==> config.mk <==
export PLATFORM = sky130hd
export DESIGN_NAME = lif_sequencer
export DESIGN_NICKNAME = d
export VERILOG_FILES = /design/src/rtl/lif_sequencer.sv
export SDC_FILE = /design/constraint.sdc
export NUM_CORES = 1
export LEC_CHECK = 0
export ABC_AREA = 1
export BUFFER_PORTS_ARGS = -buffer_cell sky130_fd_sc_hd__clkbuf_2
export CAP_MARGIN = 30
export CORE_ASPECT_RATIO = 2
export CORE_MARGIN = 1.5
export CORE_UTILIZATION = 24
export DETAILED_ROUTE_END_ITERATION = 7
export SLEW_MARGIN = 5
export SYNTH_ARGS = -nofsm -noshare
export SYNTH_HDL_FRONTEND = slang
export SYNTH_SLANG_ARGS = --single-unit
==> constraint.sdc <==
create_clock -name clk -period 3.7 [get_ports clk]
set_input_delay 0.185 -clock clk [delete_from_list [all_inputs] [get_ports clk]]
set_output_delay 0.185 -clock clk [all_outputs]
set_load 0.005 [all_outputs]
==> src/rtl/lif_sequencer.sv <==
// Four-neuron leaky integrate-and-fire sequencer: one step pulse sweeps neurons 0..3.
// Optional per-neuron refractory counters are enabled with `define LIF_REFRACTORY_EN.
module lif_sequencer #(
  parameter int unsigned THRESHOLD = 230
) (
  input  logic       clk,
  input  logic       rst,
  input  logic       step,
  output logic [1:0] cur_idx,
  input  logic [7:0] cur_data,
  output logic       busy,
  output logic       done,
  output logic       spk_valid,
  input  logic       spk_ready,
  output logic [1:0] spk_idx,
  output logic       overrun,
  input  logic [1:0] state_sel,
  output logic [7:0] state_out
);

  localparam logic [7:0] THR = 8'(THRESHOLD);

  typedef enum logic [2:0] {IDLE, FETCH, UPDATE, EMIT, DONE} state_t;

  state_t     state;
  state_t     state_next;
  logic [1:0] idx;
  logic [7:0] pot [4];
  logic [7:0] cur_q;
  logic [7:0] pot_cur;
  logic [9:0] sum;
  logic [7:0] pot_next;
  logic       fire;
  logic       advance;
`ifdef LIF_REFRACTORY_EN
  logic [1:0] refr [4];
`endif

  // Leak keeps 7/8 of the stored potential; sum is 10 bits wide so saturation is exact.
  always_comb begin
    pot_cur  = pot[idx];
    sum      = {2'b00, cur_q} + {2'b00, pot_cur >> 1} + {2'b00, pot_cur >> 2}
             + {2'b00, pot_cur >> 3};
    pot_next = (sum > 10'd255) ? 8'hFF : sum[7:0];
`ifdef LIF_REFRACTORY_EN
    fire     = (pot_cur >= THR) && (refr[idx] == 2'd0);
`else
    fire     = (pot_cur >= THR);
`endif
    advance  = ((state == UPDATE) && !fire) || ((state == EMIT) && spk_ready);
  end

  always_ff @(posedge clk) begin
    if (rst) state <= IDLE;
    else     state <= state_next;
  end

  always_comb begin
    state_next = state;
    case (state)
      IDLE:   if (step) state_next = FETCH;
      FETCH:  state_next = UPDATE;
      UPDATE: begin
        if (fire)              state_next = EMIT;
        else if (idx == 2'd3)  state_next = DONE;
        else                   state_next = FETCH;
      end
      EMIT: begin
        if (spk_ready) state_next = (idx == 2'd3) ? DONE : FETCH;
      end
      DONE:    state_next = IDLE;
      default: state_next = IDLE;
    endcase
  end

  always_comb begin
    busy      = (state != IDLE);
    done      = (state == DONE);
    spk_valid = (state == EMIT);
    cur_idx   = idx;
    spk_idx   = idx;
    state_out = pot[state_sel];
  end

  always_ff @(posedge clk) begin
    if (rst) begin
      idx     <= '0;
      cur_q   <= '0;
      overrun <= 1'b0;
      for (int unsigned i = 0; i < 4; i++) begin
        pot[i] <= '0;
`ifdef LIF_REFRACTORY_EN
        refr[i] <= '0;
`endif
      end
    end else begin
      if (step && (state != IDLE)) overrun <= 1'b1;
      if ((state == IDLE) && step) idx <= '0;
      if (state == FETCH) cur_q <= cur_data;
      if (state == UPDATE) begin
`ifdef LIF_REFRACTORY_EN
        if (refr[idx] != 2'd0) begin
          refr[idx] <= refr[idx] - 2'd1;
          pot[idx]  <= '0;
        end else if (fire) begin
          refr[idx] <= 2'd2;
          pot[idx]  <= '0;
        end else begin
          pot[idx]  <= pot_next;
        end
`else
        pot[idx] <= fire ? 8'd0 : pot_next;
`endif
      end
      if (advance && (idx != 2'd3)) idx <= idx + 2'd1;
    end
  end

endmodule

==> Word-level counts from Yosys, hierarchy flattened <==
Memory sizes are Yosys's and may differ from the RTL's. A register that Yosys moved wholly into a read port is not among the register bits.
Index checks and enable logic that the tools add are counted.
{ "classes": {"addsub": 4, "order_cmp": 2, "eq_ne": 8, "n_mux": 19, "reduce_logical": 12} }
{ "ops": {"columns": ["operator", "count"], "rows": [
  ["$mux W8", 3],
  ["$mux W3", 4],
  ["$pmux W3 S4", 1],
  ["$add A10 B5 Y10", 1],
  ["$add A9 B6 Y10", 1],
  ["$gt A10 B8 Y1 const B", 1],
  ["$mux W2", 5],
  ["$add A8 B7 Y9", 1],
  ["$ge A8 B8 Y1 const B", 1],
  ["$reduce_or A8 Y1", 1],
  ["$eq A3 B2 Y1 const B", 2],
  ["$mux W1", 6],
  ["$logic_and A1 B1 Y1", 5],
  ["$ne A2 B2 Y1 const B", 2],
  ["$eq A3 B1 Y1 const B", 1],
  ["$eq A3 B3 Y1 const B", 1],
  ["$logic_not A3 Y1", 1],
  ["$reduce_bool A3 Y1", 1],
  ["$add A2 B1 Y2 const B", 1],
  ["$eq A2 B2 Y1 const B", 1],
  ["$ne A2 B1 Y1 const B", 1],
  ["$reduce_and A2 Y1", 1],
  ["$reduce_bool A2 Y1", 1],
  ["$logic_not A1 Y1", 1],
  ["$logic_or A1 B1 Y1", 1]
]} }
{ "word_totals": {"regBits": 14, "ram_bits": 32, "inputBits": 14, "output_inout_bits": 16, "memories": 1} }
{ "memory_table": {"columns": ["memory", "depth", "word_bits", "read_ports", "rd_ports_with_merged_regs", "wr", "line", "text"], "rows": [
  ["pot", 4, 8, 2, 1, 4, "28", "logic [7:0] pot [4];"]
]} }

==> Depth between registers and ports, before layout <==
Gate-level depths: netlist of run 1.
{ "logic_depth": {"depth_word": 8, "mapped_depth": 19, "depth_no_buf": 18} }

==> Worst setup path before layout of run 1 <==
Ideal clock, no wire load.
{ "synth_timing": {"path_type": "register -> register", "from": "register (tool-made name)", "to": "memory pot[1][6], data pin", "t_arrival_ps": 3186, "setup_slack_ps": 248, "path_stages_with_launch": 16, "n_path_buf": 1, "cell_sequence": "dfxtp_1 > inv_2 > buf_6 > nand2_1 > nand3_1 > nand2_1 > fa_1 > fa_1 > inv_1 > ha_1 > a21oi_1 > nand2_1 > a21oi_1 > nand3_2 > nor2_1 > nor3_1"} }
{ "synth_rtl": {"columns": ["element", "line"], "rows": [
  ["end: declaration", "28"]
]} }

==> out/metrics.yaml, run 1 <==
status: "complete, no violations"
die_area_um2: 13580
die_w_um: 83.16
synth-main-ff-cell: "edfxtp_1"
crit_type: "flop to flop"
start_util: 0.2457
io_pins: 30
drive_gt1_frac: 0.2941
finalCriticalPeriod_ns: 3.641
syn_nets: 413
ys_warn_count: 0
worstSetupStartpointType: "flop"
setup_slack_ns: 0.05894
placed_cells: 559
multiInputGateArea_um2: 1657
hpwl_um: 6434
nNetsFinal: 462
finalNonFillerCells: 575
clockBufferDepth: 2
synth.most_common_cell: "inv_1"
tightest_slew_ns: 0.9341
slew-limit-headroom: 0.3735
cts_buffers: 5
synth_area_leaders: "edfxtp_1 (31%), dfxtp_1 (10%), inv_1 (7.3%)"
yosys.area.top_type: "edfxtp_1"
track_usage: 0.1115
finClkSkew_ns: 0.003204
grt-ovfl-total: 0
hold_path_class: "primary input to flop"
synthCells: 375
root_buffer: "clkbuf_16"
setup_viol: 0
rows: 58
p_leak_nw: 1.669
period_share: 0.9841
routed_wl_um: 8155
yosys-top-cells-count: "inv_1 (60), nand2_1 (57), nor2_1 (40)"
crit_arrival_ns: 3.67
design_area_um2: 3946
insertion_delay_ns: 0.29
max_freq_ghz: 0.2746
cp-end-kind: "flop"
cp_max_fo: 8
htree_num_levels: 2
drc: 0
post_drt_wl_per_cell_um: 14.18
n_antenna_cell: 0
grt_first_pass_wirelength_um: 11720
pre_cts_ws_ns: -0.01673
placed_area_um2: 3475
num_vias: 2662
hold_violations: 0
area_growth_syn_to_layout_pct: 27.95
first_pass_iters: 4
maxSlewViolCount: 0
fp.coreArea_um2: 12550
ir_worst_vdd_mv: 0.3715
place.gp.congestion: 0.7639
max-cap-violations: 0
tritoncts: "yes"
grt_max_degree: 20
antenna_found_initial: 0
dieHeight_um: 163.3
drtIter0Drc: 97
rsz0062_at_grt: "yes"
numPortBuffers: 29
path_clk_slew_ns: 0.07
syn-cell-area_um2: 3084
syn_avg_cell_area_um2: 8.225
worstPathRequired_ns: 3.73
synth_seq_area_share: 0.4154
p_per_area_nw_per_um2: 535.6
area.sequential_um2: 1285
synth_top_area_frac: 0.3116
async_reset_ff_frac: 0
grt_pass1_vias: 2624
antenna_left: 0
synth_cell_types: 31
vias_per_cell: 4.630
synth_edf_count: 32
synth_seq_cells: 48
cts_num_sinks: 48
fill_cells: 1300
==> path summary, 6_finish.rpt <==
path,cells after the start,slack (ns),to,start
min,3,0.16,overrun,step
max,16,0.06,pot[1][0],flop
max reg2reg,16,0.06,pot[1][0],flop
min reg2reg,2,0.45,cur_q[7],cur_q[7]
==> critical path, stage by stage, from the launching register on <==
cell,delay (ns)
dfxtp_4,0.46
buf_8,0.14
nand2_1,0.05
nand3_1,0.09
nand2_2,0.11
fa_1,0.52
fa_1,0.52
inv_1,0.07
ha_4,0.26
a21oi_4,0.16
nand2_2,0.09
nand4_1,0.12
nand2_1,0.09
nand2_2,0.10
nand3_4,0.22
o21ai_4,0.31
nor2_1,0.07
==> power breakdown <==
group | internal, W | switching (W)
clock network | 0.000339 | 0.000198
logic | 0.000391 | 0.000550
registers | 0.000610 | 0.0000260
==> layout by cell type (no fill, tap or decap), types with 2 or more instances in the layout <==
master	synthesis	routed
a21oi_1	27	24
a21oi_2	0	2
buf_4	4	20
clkbuf_16	0	6
clkbuf_2	0	29
clkinv_1	2	2
dfxtp_1	16	15
edfxtp_1	32	32
fa_1	11	10
ha_1	13	8
ha_2	0	2
ha_4	0	3
inv_1	60	56
inv_2	13	16
nand2_1	57	49
nand2_2	7	14
nand3_1	26	21
nand3_2	1	5
nand3_4	1	2
nand4_1	2	2
nor2_1	40	37
nor2_4	1	3
nor3_1	9	8
o21ai_0	23	22
o21ai_4	0	6
o22ai_1	6	6
xnor2_1	3	3
xor2_1	2	2
==> cell families after synthesis <==
family	after synthesis	synth area share
buf+inv	86	0.1136
simple gates	146	0.2130
flops	48	0.4154
compound gates	66	0.1197
xor+xnor	5	0.01420
fa+ha+maj	24	0.1241
==> through the flow <==
| step | util | power, W | setup TNS [ns] | hold slack [ns] |
|---|---|---|---|---|
| 2_1_floorplan | - | 0.001135 | 0 | 0.2541 |
| 3_3_place_gp | 0.2768 | 0.001335 | 0 | 0.4425 |
| 3_5_place_dp | 0.2768 | 0.001352 | -0.03490 | 0.4436 |
| 4_1_cts | 0.2909 | 0.001886 | -0.07313 | 0.1595 |
| 5_1_grt | 0.3143 | 0.002224 | -0.3642 | 0.1719 |
| 6_report | 0.3143 | 0.002113 | 0 | 0.1582 |
==> state kept, by name (all words and copies together), names as in the netlist, named ones only <==
signal / flops
pot: 32
cur_q: 8
state: 3
cur_idx: 2
overrun: 1
==> layout make-up <==
type                            count  area share
Clock inverter                      2    0.009829
Tap cell                          150     0.04756
Timing Repair inverter              1    0.001585
Sequential cell                    48      0.3256
Timing Repair Buffer               51     0.08497
Multi-Input combinational cell    241      0.4198
Clock buffer                        6     0.03519
Inverter                           76     0.07546
==> metal layers <==
layer | vias to the layer above | GRT usage | wire length, µm | part of all wire
met1 | 1262 | 0.08209 | 2589 | 0.32
met3 | 26 | 0.01162 | 170 | 0.021
met5 | - | 0 | 0 | 0
met4 | 0 | 0.07121 | 399 | 0.049
met2 | 69 | 0.2494 | 4995 | 0.61
li1 | 1305 | - | - | -
==> timing repair <==
item / in CTS / in global routing
hold endpoints to repair: 0 / 0
hold buffers: 0 / 0
resized for setup: 0 / 52
buffers inserted: 0 / 6
pin swaps: 0 / 21
setup endpoints to repair: 6 / 32
cloned: 0 / 2
No activity file was read; power rests on OpenSTA's default activity.
==> run 2, diff against run 1 <==
Settings changed: CTS_BUF_LIST set to sky130_fd_sc_hd__clkbuf_16.
==> run 2 against run 1 <==
  * Final cell count up 0.17%
  * Die area unchanged
  * Utilization about the same
  * Non-clock buffer count up 1
  * Sequential power about the same
  * Highest routed layer unchanged
  * Cell area about the same
  * Total power down 0.67%
  * Largest power group unchanged
  * Routed wire length down 0.54%
==> out/metrics.yaml, run 2 (same netlist as run 1, synthesis figures left out) <==
finalCriticalPeriod_ns: 3.624
path_buf_inv: 2
die_w_um: 83.16
post-route-util: 0.3141
area.sequential_um2: 1285
cp_max_fo: 8
multiInputGateArea_um2: 1657
n_antenna_cell: 0
final_cell_mix: "inv_1 (56), nand2_1 (49), nor2_1 (37), edfxtp_1 (32), clkbuf_2 (29)"
root_buffer: "clkbuf_16"
drc: 0
worstSetupStartpointType: "flop"
nNetsFinal: 463
p_leak_nw: 1.668
max_freq_ghz: 0.2759
dieHeight_um: 163.3
largest_register: "pot"
cp_slowest_cell: "fa_1"
finClkSkew_ns: 0.003479
cpPeakStageDelay_ns: 0.52
crit_arrival_ns: 3.65
io_pins: 30
cp-end-kind: "flop"
routed_wl_um: 8111
ctsHoldBuffers: 0
fp.coreArea_um2: 12550
crit_family: "adder cells"
cts_num_sinks: 48
cts_buffers: 5
first_pass_iters: 4
max-cap-violations: 0
grt-ovfl-total: 0
largest_reg_flops: 32
critPathMostFrequentCell: "nand2_2"
insertion_delay_ns: 0.29
rsz0062_at_grt: "yes"
antenna_left: 0
grt_pass1_vias: 2624
worstPathCellList: "buf_8, nand2_1, nand3_1, nand2_2, fa_1, fa_1, inv_1, ha_4, a21oi_4, nand2_2, nand4_1, nand2_1, nand2_2, nand3_4, o21ai_4, nor2_1"
layout_commonest_cell: "inv_1"
p_per_area_nw_per_um2: 532.3
antenna_found_initial: 0
path_clk_slew_ns: 0.07
reg.largest.list: "pot: 32 flops, cur_q: 8 flops, state: 3 flops"
htree_num_levels: 2
track_usage: 0.1117
ir_worst_vdd_mv: 0.3704
post_drt_wl_per_cell_um: 14.08
vias_per_cell: 4.589
num_vias: 2643
crit_type: "flop to flop"
tightest_slew_ns: 0.9190
place.gp.congestion: 0.7639
numPortBuffers: 29
rows: 58
start_util: 0.2457
setup_viol: 0
worstPathRequired_ns: 3.73
die_area_um2: 13580
clockBufferDepth: 2
hpwl_um: 6434
drtIter0Drc: 85
area_growth_syn_to_layout_pct: 27.87
whs_ns: 0.1583
fill_cells: 1300
hold_path_class: "primary input to flop"
grt_first_pass_wirelength_um: 11730
grt_max_degree: 20
maxSlewViolCount: 0
tritoncts: "yes"
drive_gt1_frac: 0.2934
slew-limit-headroom: 0.3836
hold_violations: 0
period_share: 0.9794
status: "complete, no violations"
run 2: changes by cell type in the layout (fill, tap and decap cells not counted), sizes merged:
cell | previous run | this run
clkinv | 3 | 4
buf | 21 | 22
clkbuf | 36 | 35
run 2: cell type report:
type / count / area share
multi-input cells: 241 / 0.4201
flip-flops and latches: 48 / 0.3258
repair buffers: 52 / 0.08693
inverters: 76 / 0.07551
well taps: 150 / 0.04759
clock buffers: 5 / 0.03173
clock inverters: 3 / 0.01079
repair inverters: 1 / 0.001586
run 2: worst paths after layout:
path                 start   endpoint  slack [ns]  cells past startpoint
setup / recovery      flop  pot[1][0]        0.08                     16
hold / removal        step    overrun        0.16                      3
hold reg to reg   cur_q[7]   cur_q[7]        0.45                      2
setup reg to reg      flop  pot[1][0]        0.08                     16
run 2: worst reg2reg max path, delay by kind of cell (launching register included):
kind,cells,cell delay (ns)
AOI/OAI and AO/OA,2,0.47
adders and majority gates,3,1.30
buffers and inverters,2,0.21
DFF,1,0.46
and+or+nand+nor,9,0.93
run 2: power by group:
| part | switching (W) | leakage, nW | internal (W) |
|---|---|---|---|
| clock | 0.000198 | 0.0814 | 0.000318 |
| sequential | 0.0000261 | 0.463 | 0.000610 |
| combinational | 0.000550 | 1.12 | 0.000398 |
| total | 0.000774 | 1.67 | 0.00133 |
run 2: routing by layer:
metal	track usage	vias up	wire length, µm
met3	0.01162	27	151
li1	-	1308	-
met4	0.07348	0	414
met5	0	-	0
met1	0.08209	1248	2576
met2	0.2491	60	4970
run 2: per-stage QoR:
stage / total power [W] / cells / cell area, µm² / setup TNS [ns] / worst slack (ns)
after CTS: 0.001866 / 567 / 3642 / -0.09804 / -0.02925
after detailed placement: 0.001352 / 559 / 3475 / -0.03490 / -0.01673
after global placement: 0.001335 / 559 / 3475 / 0 / 0.08022
after global routing: 0.002211 / 576 / 3944 / -0.4126 / -0.06434
after floorplan: 0.001135 / 375 / 3084 / 0 / 0.2485
final: 0.002099 / 576 / 3944 / 0 / 0.07614
run 2: repair_timing:
item	in CTS	in global routing
gates resized for setup	0	52
buffers inserted	0	7
setup endpoints to repair	7	32
pin swaps	0	22
cloned	0	2
